--- src/rtl/nordstrom_checkout.sv ---
// nordstrom_checkout: checkout-lane controller classifying UPC scans with saturating totals and stolen-item alarm lock
module nordstrom_checkout #(
    parameter int UPC_W = 4,
    parameter int CNT_W = 8,
    parameter logic [2**UPC_W-1:0] DISC_MASK   = 16'h6868,
    parameter logic [2**UPC_W-1:0] STOLEN_MASK = 16'h0023
) (
    input  logic             clk,
    input  logic             reset_n,
    input  logic             scan_valid,
    output logic             scan_ready,
    input  logic [UPC_W-1:0] scan_upc,
    input  logic             checkout,
    input  logic             clear,
    output logic [CNT_W-1:0] item_count,
    output logic [CNT_W-1:0] disc_count,
    output logic             disc_flag,
    output logic             stolen_flag,
    output logic             alarm,
    output logic             total_valid
);
    typedef enum logic [1:0] {IDLE, OPEN, ALARM, DONE} state_t;
    state_t state, state_nx;
    logic [CNT_W-1:0] item_nx, disc_nx, item_base, disc_base;
    logic dflag_nx, sflag_nx, acc, stolen, disc;

    function automatic logic [CNT_W-1:0] sat_inc(input logic [CNT_W-1:0] v);
        return (&v) ? v : v + CNT_W'(1);
    endfunction

    assign acc         = scan_valid && scan_ready;
    assign stolen      = STOLEN_MASK[scan_upc];
    assign disc        = DISC_MASK[scan_upc] && !stolen;
    assign alarm       = state == ALARM;
    assign total_valid = state == DONE;
    // a scan outside OPEN starts a fresh transaction
    assign item_base   = (state == OPEN) ? item_count : '0;
    assign disc_base   = (state == OPEN) ? disc_count : '0;

    always_comb begin
        state_nx = state;
        item_nx  = item_count;
        disc_nx  = disc_count;
        dflag_nx = disc_flag;
        sflag_nx = stolen_flag;
        if (clear) begin
            dflag_nx = 1'b0;
            sflag_nx = 1'b0;
            state_nx = (state == ALARM) ? OPEN : IDLE;
            item_nx  = (state == ALARM) ? item_count : '0;
            disc_nx  = (state == ALARM) ? disc_count : '0;
        end else if (acc) begin
            dflag_nx = disc;
            sflag_nx = stolen;
            item_nx  = stolen ? item_base : sat_inc(item_base);
            disc_nx  = disc ? sat_inc(disc_base) : disc_base;
            state_nx = stolen ? ALARM : (state == OPEN && checkout) ? DONE : OPEN;
        end else if (checkout && state == OPEN) begin
            state_nx = DONE;
        end
    end

    always_ff @(posedge clk or negedge reset_n) begin
        if (!reset_n) begin
            state       <= IDLE;
            item_count  <= '0;
            disc_count  <= '0;
            disc_flag   <= 1'b0;
            stolen_flag <= 1'b0;
            scan_ready  <= 1'b0;
        end else begin
            state       <= state_nx;
            item_count  <= item_nx;
            disc_count  <= disc_nx;
            disc_flag   <= dflag_nx;
            stolen_flag <= sflag_nx;
            scan_ready  <= state_nx != ALARM;
        end
    end
endmodule

--- config.mk ---
export PLATFORM = sky130hd
export DESIGN_NAME = nordstrom_checkout
export DESIGN_NICKNAME = d
export VERILOG_FILES = /design/src/rtl/nordstrom_checkout.sv
export SDC_FILE = /design/constraint.sdc
export NUM_CORES = 1
export LEC_CHECK = 0
export ABC_AREA = 0
export BUFFER_PORTS_ARGS = -buffer_cell sky130_fd_sc_hd__buf_2
export CAP_MARGIN = 20
export CELL_PAD_IN_SITES_DETAIL_PLACEMENT = 1
export CELL_PAD_IN_SITES_GLOBAL_PLACEMENT = 2
export CORE_MARGIN = 5
export CORE_UTILIZATION = 35
export CTS_CLUSTER_SIZE = 14
export DETAILED_ROUTE_END_ITERATION = 8
export PLACE_DENSITY_LB_ADDON = 0.3
export SKIP_LAST_GASP = 1
export SYNTH_ARGS = -nofsm -noshare
export SYNTH_HDL_FRONTEND = slang
export SYNTH_SLANG_ARGS = --single-unit
export TNS_END_PERCENT = 20
--- constraint.sdc ---
create_clock -name clk -period 5.11 [get_ports clk]
set_input_delay 0 -clock clk [delete_from_list [all_inputs] [get_ports clk]]
set_output_delay 0 -clock clk [all_outputs]
set_load 0.03 [all_outputs]
==> flow_summary.toml <==
[run_status]
outcome = "completed"

[final_layout]
fin_util = 0.4118
fin_nets = 194
drive_gt1_frac = 0.2722
nFillCells = 493
area_delta_synth_final_pct = 14.25
diodes = 0
finalNonFillerCells = 230

[setup_path]
crit_type = "flop to flop"
critPathArrivalTime_ps = 2570
cp_max_fo = 22
cp-start-kind = "flop"
required_ps = 5240
crit_start = "state[1]$_DFF_PN0_"
rrSetupSlack_ps = 2670
path_cells = "nor2b_4, and2_1, ha_1, and3_1, nand4_4, and2_4, xnor2_1, o21ai_0"
critical_path_depth = 8
crit_buf_inv = 0
r2r_end = "item_count[0]$_DFFE_PN0P_"
end_kind = "flop"
r2r-start = "state[1]$_DFF_PN0_"
ff2ff_path_depth = 8
crit_family = "simple AND/OR/NAND/NOR gates"
crit_path_top_delay_cell = "nor2b_4"
slowest_delay_ps = 470
crit_end = "item_count[0]$_DFFE_PN0P_"

[sta]
tightestPinTransition_ps = 625.4
setup_viol = 0
timing.slew.headroom = 0.5830
drv_slew = 0
final.setup_skew_ps = 1.766
max_freq_mhz = 410.4
min_period_over_period = 0.4769
rsz0062_at_grt = "false"
setup-tns-final_ps = 0
min_period_ps = 2437
hold_viol_final = 0

[yosys]
yosys_warnings = 0
yosys-top-cells-area = "dfrtp_1, a21oi_1, ha_1"
synth_top_area_frac = 0.3671
synth.most_common_cell = "dfrtp_1"
yosysTopAreaCell = "dfrtp_1"
ys_ff_latch = 21
syn_nets = 167
synthMuxAreaShare = 0.006993
ys.flop_type = "dfrtp_1"
synth_fa_ha_area_frac = 0.03497
syn_area_um2 = 1431
synth_compound_area_frac = 0.2299
avgSynthCellArea_um2 = 9.295
yosysSeqAreaShare = 0.3671
synth-edff-count = 0
synth_xor_area_frac = 0.01224
synth_top_family_by_area = "simple AND/OR/NAND/NOR gates"
ys_async_sr_fraction = 1.000
syn_inst = 154
yosysUniqueCellTypes = 48
synthSimpleGateAreaFrac = 0.3024
synth_common_cells = "dfrtp_1, nand2_1, a21oi_1"

[grt]
antenna_found_initial = 0
grt_pass1_wl_um = 6831
groute.usage.overall = 0.1586
grt_pass1_vias = 1433
grt_overflow = 0
grt_max_degree = 23

[pwr]
peakVddDrop_uv = 99.11
leakage_nw = 0.7863
power_density_nw_per_um2 = 219.3

[clocking]
path_clk_slew_ps = 80
cts_tree = "yes"
cts_resized = 0
htree_num_levels = 1
cts-buffers-inserted = 3
cts_max_path_buffers = 2
clk_latency_ps = 260
postCtsSetupRepairBufs = 0
cts.sinks = 21
cts_root_buffer = "clkbuf_8"

[placed_design]
numPortBuffers = 29
place_inst = 225
dp_hpwl_um = 3027
gp_congestion = 0.7694

[route]
wl_per_cell_um = 17.77
drt_iter0_drc = 29
vias = 1349
viasPerCell = 5.865
first_pass_iters = 4
drcViolationCount = 0
wl_um = 4087
ant_nets = 0

[die]
die_h_um = 73.95
start_util = 0.3604
core-area_um2 = 3971
std_cell_rows = 23
design.die.area_um2 = 5469
pin_count = 30
die_w_um = 73.95

[hold_path]
hp-class = "input pin to flop"

[run]
drv_cap = 0
-- flip-flops by register name (all words and copies together), names as in the netlist --
name and flops:
disc_count 8, item_count 8, state 2, disc_flag 1
scan_ready 1, stolen_flag 1
-- where the power goes --
part / switching, mW / internal [mW] / leakage [nW]
registers: 0.00513 / 0.171 / 0.284
clock network: 0.0570 / 0.0556 / 0.0228
logic: 0.0485 / 0.0216 / 0.480
-- cell families after synthesis --
kind of cell | Yosys count
buffers and inverters | 10
AOI/OAI and AO/OA | 49
muxes | 1
DFF | 21
adders and majority gates | 4
and+or+nand+nor | 67
xor gates and xnor gates | 2
-- tightest hold or removal path: cells and delay by family --
| family | cells | cell delay (ps) |
|---|---|---|
| AO/OA/AOI/OAI | 1 | 60 |
| buffers and inverters | 1 | 80 |
| AND/OR/NAND/NOR | 1 | 80 |
-- per-stage QoR --
stage / power, mW / instance area (um^2) / setup slack, ps / hold slack [ps]
after global placement: 0.2464 / 1580 / 2769 / -4.549
after detailed placement: 0.2495 / 1580 / 2689 / 1.367
after floorplan: 0.2311 / 1431 / 3041 / -295.6
after global routing: 0.3768 / 1635 / 2522 / 49.80
after CTS: 0.3654 / 1635 / 2659 / 7.888
final: 0.3586 / 1635 / 2673 / 0.5013
-- timing repair --
action                                  in CTS  in global routing
hold buffers                                 1                  0
endpoints found under the setup margin       0                  0
hold endpoints to repair                    21                  0
-- metal layers --
metal / global-route usage / wire length [um] / vias to the layer above
li1: - / - / 630
met2: 0.2697 / 2051 / 18
met1: 0.2048 / 1875 / 697
met4: 0.05231 / 38 / 0
met5: 0 / 0 / -
met3: 0.02568 / 120 / 4
-- cell usage in the layout, fill, tap and decap left out, types with 2 or more instances in the layout --
cell type / Yosys / final
a2111o_1: 2 / 2
a21o_1: 2 / 2
a21oi_1: 11 / 11
a31oi_1: 7 / 7
a41oi_1: 2 / 2
and2_1: 6 / 6
and2_2: 3 / 3
and3_1: 4 / 4
and4_1: 2 / 2
and4_4: 2 / 2
buf_2: 5 / 29
clkbuf_8: 0 / 3
dfrtp_1: 21 / 21
ha_1: 4 / 4
inv_1: 2 / 2
nand2_1: 12 / 12
nand2b_1: 2 / 2
nand3_1: 6 / 6
nand4_1: 6 / 6
nand4_4: 2 / 2
nor2_1: 7 / 7
nor2b_1: 2 / 2
nor3_1: 2 / 2
o211ai_1: 2 / 2
o21ai_0: 10 / 10
o21ai_1: 2 / 2
o21ai_2: 2 / 2
o31ai_1: 2 / 2
or2_1: 2 / 2
-- worst min-delay path by stage --
stage | startpoint | endpoint | slack (ps) | depth (start not counted)
2_1_floorplan | reset_n | disc_count[0]$_DFFE_PN0P_ | -300 | 0
4_1_cts | checkout | state[1]$_DFF_PN0_ | 8 | 3
3_5_place_dp | reset_n | scan_ready$_DFF_PN0_ | 1 | 1
3_3_place_gp | reset_n | disc_flag$_DFFE_PN0P_ | -5 | 1
6_report | checkout | state[1]$_DFF_PN0_ | 0.5 | 3
5_1_grt | checkout | state[1]$_DFF_PN0_ | 50 | 3
-- area by class of cell --
| type | count | area (um^2) | share of cell area |
|---|---|---|---|
| Inverter | 2 | 7.507 | 0.004591 |
| Tap cell | 50 | 62.56 | 0.03826 |
| Multi-Input combinational cell | 123 | 839.6 | 0.5134 |
| Clock buffer | 4 | 45.04 | 0.02754 |
| Sequential cell | 21 | 525.5 | 0.3213 |
| Timing Repair Buffer | 30 | 155.1 | 0.09487 |
Power figures use the tool's default switching activity.
